File: src/rtl/alu_arbiter.sv
// Shares one registered 8-bit ALU between the execute stage (port 0) and the address/PC helper (port 1).
// Sequences each operation (latch, enable, capture) and returns result/flags over a valid/ready channel.
module alu_arbiter #(
  parameter bit PRIO_FIXED = 1'b0
) (
  input  logic       clk,
  input  logic       rst,

  input  logic       req0_valid,
  output logic       req0_ready,
  input  logic [2:0] req0_mode,
  input  logic [7:0] req0_a,
  input  logic [7:0] req0_b,

  input  logic       req1_valid,
  output logic       req1_ready,
  input  logic [2:0] req1_mode,
  input  logic [7:0] req1_a,
  input  logic [7:0] req1_b,

  output logic       rsp0_valid,
  input  logic       rsp0_ready,
  output logic [7:0] rsp0_data,
  output logic       rsp0_zero,
  output logic       rsp0_carry,
  output logic       rsp0_err,

  output logic       rsp1_valid,
  input  logic       rsp1_ready,
  output logic [7:0] rsp1_data,
  output logic       rsp1_zero,
  output logic       rsp1_carry,
  output logic       rsp1_err,

  output logic       alu_enable,
  output logic [2:0] alu_mode,
  output logic [7:0] alu_a,
  output logic [7:0] alu_b,
  input  logic [7:0] alu_out,
  input  logic       alu_zero,
  input  logic       alu_carry
);

  localparam logic [2:0] OP_ADD = 3'b000;
  localparam logic [2:0] OP_SUB = 3'b001;
  localparam logic [2:0] OP_AND = 3'b010;
  localparam logic [2:0] OP_OR  = 3'b011;

  typedef enum logic [1:0] {
    IDLE  = 2'd0,
    ISSUE = 2'd1,
    WAIT  = 2'd2,
    RESP  = 2'd3
  } state_t;

  state_t     r_state;
  state_t     w_next_state;

  logic       r_last_grant;
  logic       r_owner;
  logic [2:0] r_mode;
  logic [7:0] r_a;
  logic [7:0] r_b;
  logic [7:0] r_data;
  logic       r_zero;
  logic       r_carry;
  logic       r_err;

  logic       w_grant;
  logic       w_accept;
  logic [2:0] w_grant_mode;
  logic [7:0] w_grant_a;
  logic [7:0] w_grant_b;
  logic       w_grant_legal;
  logic       w_is_arith;
  logic       w_rsp_ready;

  always_comb begin
    // NOTE: every always_comb output gets a default first, so no path can leave it unassigned and infer a latch.
    w_grant = 1'b0;
    if (req0_valid && req1_valid) begin
      w_grant = PRIO_FIXED ? 1'b0 : ~r_last_grant;
    end else if (req1_valid) begin
      w_grant = 1'b1;
    end
  end

  assign w_accept     = (r_state == IDLE) && (req0_valid || req1_valid);
  assign req0_ready   = w_accept && !w_grant;
  assign req1_ready   = w_accept &&  w_grant;

  assign w_grant_mode = w_grant ? req1_mode : req0_mode;
  assign w_grant_a    = w_grant ? req1_a    : req0_a;
  assign w_grant_b    = w_grant ? req1_b    : req0_b;

  assign w_grant_legal = (w_grant_mode == OP_ADD) || (w_grant_mode == OP_SUB) ||
                         (w_grant_mode == OP_AND) || (w_grant_mode == OP_OR);

  // The ALU leaves its carry untouched on logic ops, so only arithmetic ops may forward it.
  assign w_is_arith  = (r_mode == OP_ADD) || (r_mode == OP_SUB);
  assign w_rsp_ready = r_owner ? rsp1_ready : rsp0_ready;

  always_comb begin
    w_next_state = r_state;
    case (r_state)
      IDLE:    if (w_accept) w_next_state = w_grant_legal ? ISSUE : RESP;
      ISSUE:   w_next_state = WAIT;
      WAIT:    w_next_state = RESP;
      RESP:    if (w_rsp_ready) w_next_state = IDLE;
      default: w_next_state = IDLE;
    endcase
  end

  always_ff @(posedge clk) begin
    // NOTE: flops use non-blocking assignments so every register samples pre-edge values regardless of block order.
    if (rst) begin
      r_state <= IDLE;
    end else begin
      r_state <= w_next_state;
    end
  end

  always_ff @(posedge clk) begin
    if (rst) begin
      r_last_grant <= 1'b1;
      r_owner      <= 1'b0;
      r_mode       <= 3'b000;
      r_a          <= 8'h00;
      r_b          <= 8'h00;
      r_data       <= 8'h00;
      r_zero       <= 1'b0;
      r_carry      <= 1'b0;
      r_err        <= 1'b0;
    end else begin
      if (w_accept) begin
        r_owner      <= w_grant;
        r_last_grant <= w_grant;
        r_mode       <= w_grant_mode;
        r_a          <= w_grant_a;
        r_b          <= w_grant_b;
        if (!w_grant_legal) begin
          r_data  <= 8'h00;
          r_zero  <= 1'b0;
          r_carry <= 1'b0;
          r_err   <= 1'b1;
        end
      end
      if (r_state == WAIT) begin
        r_data  <= alu_out;
        r_zero  <= alu_zero;
        r_carry <= w_is_arith ? alu_carry : 1'b0;
        r_err   <= 1'b0;
      end
    end
  end

  assign alu_enable = (r_state == ISSUE);
  assign alu_mode   = r_mode;
  assign alu_a      = r_a;
  assign alu_b      = r_b;

  assign rsp0_valid = (r_state == RESP) && !r_owner;
  assign rsp1_valid = (r_state == RESP) &&  r_owner;

  assign rsp0_data  = r_data;
  assign rsp0_zero  = r_zero;
  assign rsp0_carry = r_carry;
  assign rsp0_err   = r_err;
  assign rsp1_data  = r_data;
  assign rsp1_zero  = r_zero;
  assign rsp1_carry = r_carry;
  assign rsp1_err   = r_err;

  a_single_owner: assert property (@(posedge clk) disable iff (rst) !(rsp0_valid && rsp1_valid));
  a_enable_pulse: assert property (@(posedge clk) disable iff (rst) alu_enable |=> !alu_enable);

endmodule

File: config.mk
export PLATFORM = sky130hd
export DESIGN_NAME = alu_arbiter
export DESIGN_NICKNAME = d
export VERILOG_FILES = /design/src/rtl/alu_arbiter.sv
export SDC_FILE = /design/constraint.sdc
export NUM_CORES = 1
export LEC_CHECK = 0
export ABC_AREA = 1
export CORE_MARGIN = 2
export CORE_UTILIZATION = 37
export DETAILED_ROUTE_END_ITERATION = 8
export HOLD_SLACK_MARGIN = 0.12
export PLACE_DENSITY = 0.77
export SLEW_MARGIN = 40
export SYNTH_ARGS = -nofsm -noshare
export SYNTH_HDL_FRONTEND = slang
export SYNTH_SLANG_ARGS = --single-unit
File: constraint.sdc
create_clock -name clk -period 1.7 [get_ports clk]
set_input_delay 0.255 -clock clk [delete_from_list [all_inputs] [get_ports clk]]
set_output_delay 0.255 -clock clk [all_outputs]
set_load 0.01 [all_outputs]
==> flow_metrics.tcl <==
set metrics [dict create \
    p_sw_w 0.00129 \
    synth_mux_area_share_pct 0 \
    fin_worst_skew_ns 0.00559 \
    internal-power_w 0.00229 \
    vias 1697 \
    async_flop_share_pct 0 \
    wire_per_inst_um 12.2 \
    antenna_found_initial 0 \
    timing.rr.end "alu_b[0]" \
    cp.required_ns 1.44 \
    drt_iter0_drc 74 \
    final_util_pct 63.7 \
    worst-path-max-fanout 4 \
    ys_seq_area_share_pct 40.4 \
    end_kind "output pin" \
    fin_crit_sh_pct 92.3 \
    clock_latency_ns 0.27 \
    crit_type "flop to output pin" \
    drt_pass1_iterations 4 \
    portBuffers 99 \
    min_period_ns 1.57 \
    start_kind "flop" \
    finalSetupViolations 0 \
    synth_edf_count 0 \
    nets 365 \
    clock-root-buffer "clkbuf_8" \
    place_hpwl_um 3330 \
    grt.total_usage_pct 18.0 \
    power.share.clock_pct 16.7 \
    ys_ff_latch 34 \
    min_to "rsp0_err" \
    synth_top_family_by_area "simple AND/OR/NAND/NOR gates" \
    viasPerCell 4.71 \
    timing.hold.ws_ns 0.484 \
    cts_setup_buffers 0 \
    setup_tns_ns 0 \
    htreeDepth 2 \
    diodes 0 \
    synth_warnings 0 \
    synthSimpleGateAreaFrac_pct 28.9 \
    synth_top_area_share_pct 40.4 \
    slew_headroom_pct 76.5 \
    synth_area_leader_cell "dfxtp_1" \
    synth_compound_area_share_pct 15.3 \
    syn_to_final_growth_pct 65.6 \
    arrival_ns 1.31 \
    hold_start "rsp0_err" \
    avgSynthCellArea_um2 8.06 \
    gr-total-overflow 0 \
    ant_nets 0 \
    fmaxAchievable_mhz 637 \
    swShare_pct 36.0 \
    syn_nets 267 \
    power.density_nw_per_um2 1280 \
    rsz0062_at_grt "no" \
    static-leakage-power_nw 1.13 \
    post-synth-top-count-cell "nand2_1" \
    r2r_cells 7 \
    r2r-start "r_state[0]" \
    outcome "finished, final reports clean" \
    ys_types 20 \
    path_clk_slew_ns 0.07 \
    start_util_pct 38.4 \
    holdPathStages 2 \
    drc_errors 0 \
    synthTopCellsByArea "dfxtp_1, nand2_1, a31oi_2" \
    coreArea_um2 4380 \
    clock_sinks 34 \
    grt_pass1_wl_um 7410 \
    drv_cap 0 \
    ys.flop_type "dfxtp_1" \
    die_h_um 71.5 \
    grt_max_degree 22 \
    syn_inst 209 \
    std_cell_rows 24 \
    synth_fa_ha_area_share_pct 2.97 \
    syn_area_um2 1690 \
    synth_xor_area_share_pct 0 \
    drive_gt1_share_pct 15.3 \
    dieWidth_um 71.5 \
    cts_max_path_buffers 2 \
    hold_buffers 0 \
    io_pins 100 \
    tightest_slew_ns 0.352 \
    cts_buffers 5 \
    p_total_w 0.00359 \
    cts_resized 8 \
    pwr-share-seq_pct 32.2 \
    r2r_slack_ns 0.21 \
    worstHoldPathType "flop to flop" \
    hold_viol_final 0 \
    ir_drop_mv 0.596 \
    p_comb_share_pct 51.1 \
    grt_pass1_vias 1659 \
    die_area_um2 5110 \
    synthTopCellsByCount "nand2_1, dfxtp_1, nand3_1, a21oi_1" \
    gp_congestion 0.811 \
    cts_tree "done" \
    drv_slew 0 \
    wl_um 4390 \
]
-- layout by cell type (no fill, tap or decap), types with 2 or more instances in the layout --
master,instances
buf_4,13
clkbuf_2,2
clkdlybuf4s50_1,94
nand3_1,17
nand2_1,68
a31oi_2,9
inv_1,12
dfxtp_1,34
ha_1,3
a31oi_1,9
nand2_4,9
clkbuf_8,6
dlygate4sd2_1,2
nor2_1,4
a21oi_1,16
-- layer usage --
metal	wire length, um	GRT usage (%)	up-vias	share of wire [%]
met2	2090	29.9	71	48
li1	-	-	861	-
met5	0	0	-	0
met3	442	8.02	7	10
met4	70	5.03	0	1.6
met1	1780	21.0	758	41
-- final cells by class --
cell class,count,area (um^2)
fill,398,1590
timing repair buffer,113,1100
multi-input combinational,140,807
sequential,34,681
clock buffer,7,86.3
tap,52,65.1
inverter,13,48.8
clock inverter,1,5.00
-- logic make-up (layout without fill, tap and decap cells) --
group                      Yosys count  in the layout
and+or+nand+nor                    101            101
AOI/OAI and AO/OA                   35             35
buffers and inverters               35            134
DFF                                 34             34
adders and majority gates            4              4
-- power by group through the flow --
stage	logic (W)	registers (W)	clock network, W
after floorplan	0.000938	0.00125	0
after global placement	0.00182	0.00116	0
after detailed placement	0.00184	0.00117	0
after CTS	0.00186	0.00116	0.000622
after global routing	0.00200	0.00119	0.000666
final	0.00183	0.00116	0.000600
-- flip-flops by register name, summed over array words and instances, names as in the netlist --
register,cells
alu_a,8
alu_b,8
rsp0_data,8
alu_mode,3
r_state,2
r_last_grant,1
r_owner,1
rsp0_carry,1
rsp0_err,1
rsp0_zero,1
-- worst max-delay path: stages, from the launching register on --
cell and delay, ns:
dfxtp_1 0.31, inv_1 0.08, ha_2 0.24, inv_1 0.09, nor2_2 0.17, clkbuf_2 0.16
-- stage by stage --
step	worst slack (ns)	cells	area (um^2)
floorplan	0.346	209	1690
global placement	-0.284	352	2700
detailed placement	-0.273	352	2700
CTS	0.00641	360	2800
global route	0.0157	360	2790
finish	0.131	360	2790
-- how the worst max path moves through the flow --
| stage | from | endpoint | slack (ns) |
|---|---|---|---|
| global route | r_state[0] | req1_ready | 0.02 |
| global placement | req1_valid | req1_ready | -0.28 |
| finish | r_state[0] | req1_ready | 0.13 |
| floorplan | r_state[0] | req0_ready | 0.35 |
| detailed placement | req1_valid | req1_ready | -0.27 |
| CTS | r_state[0] | req1_ready | 0.006 |
Power figures use the tool's default switching activity.
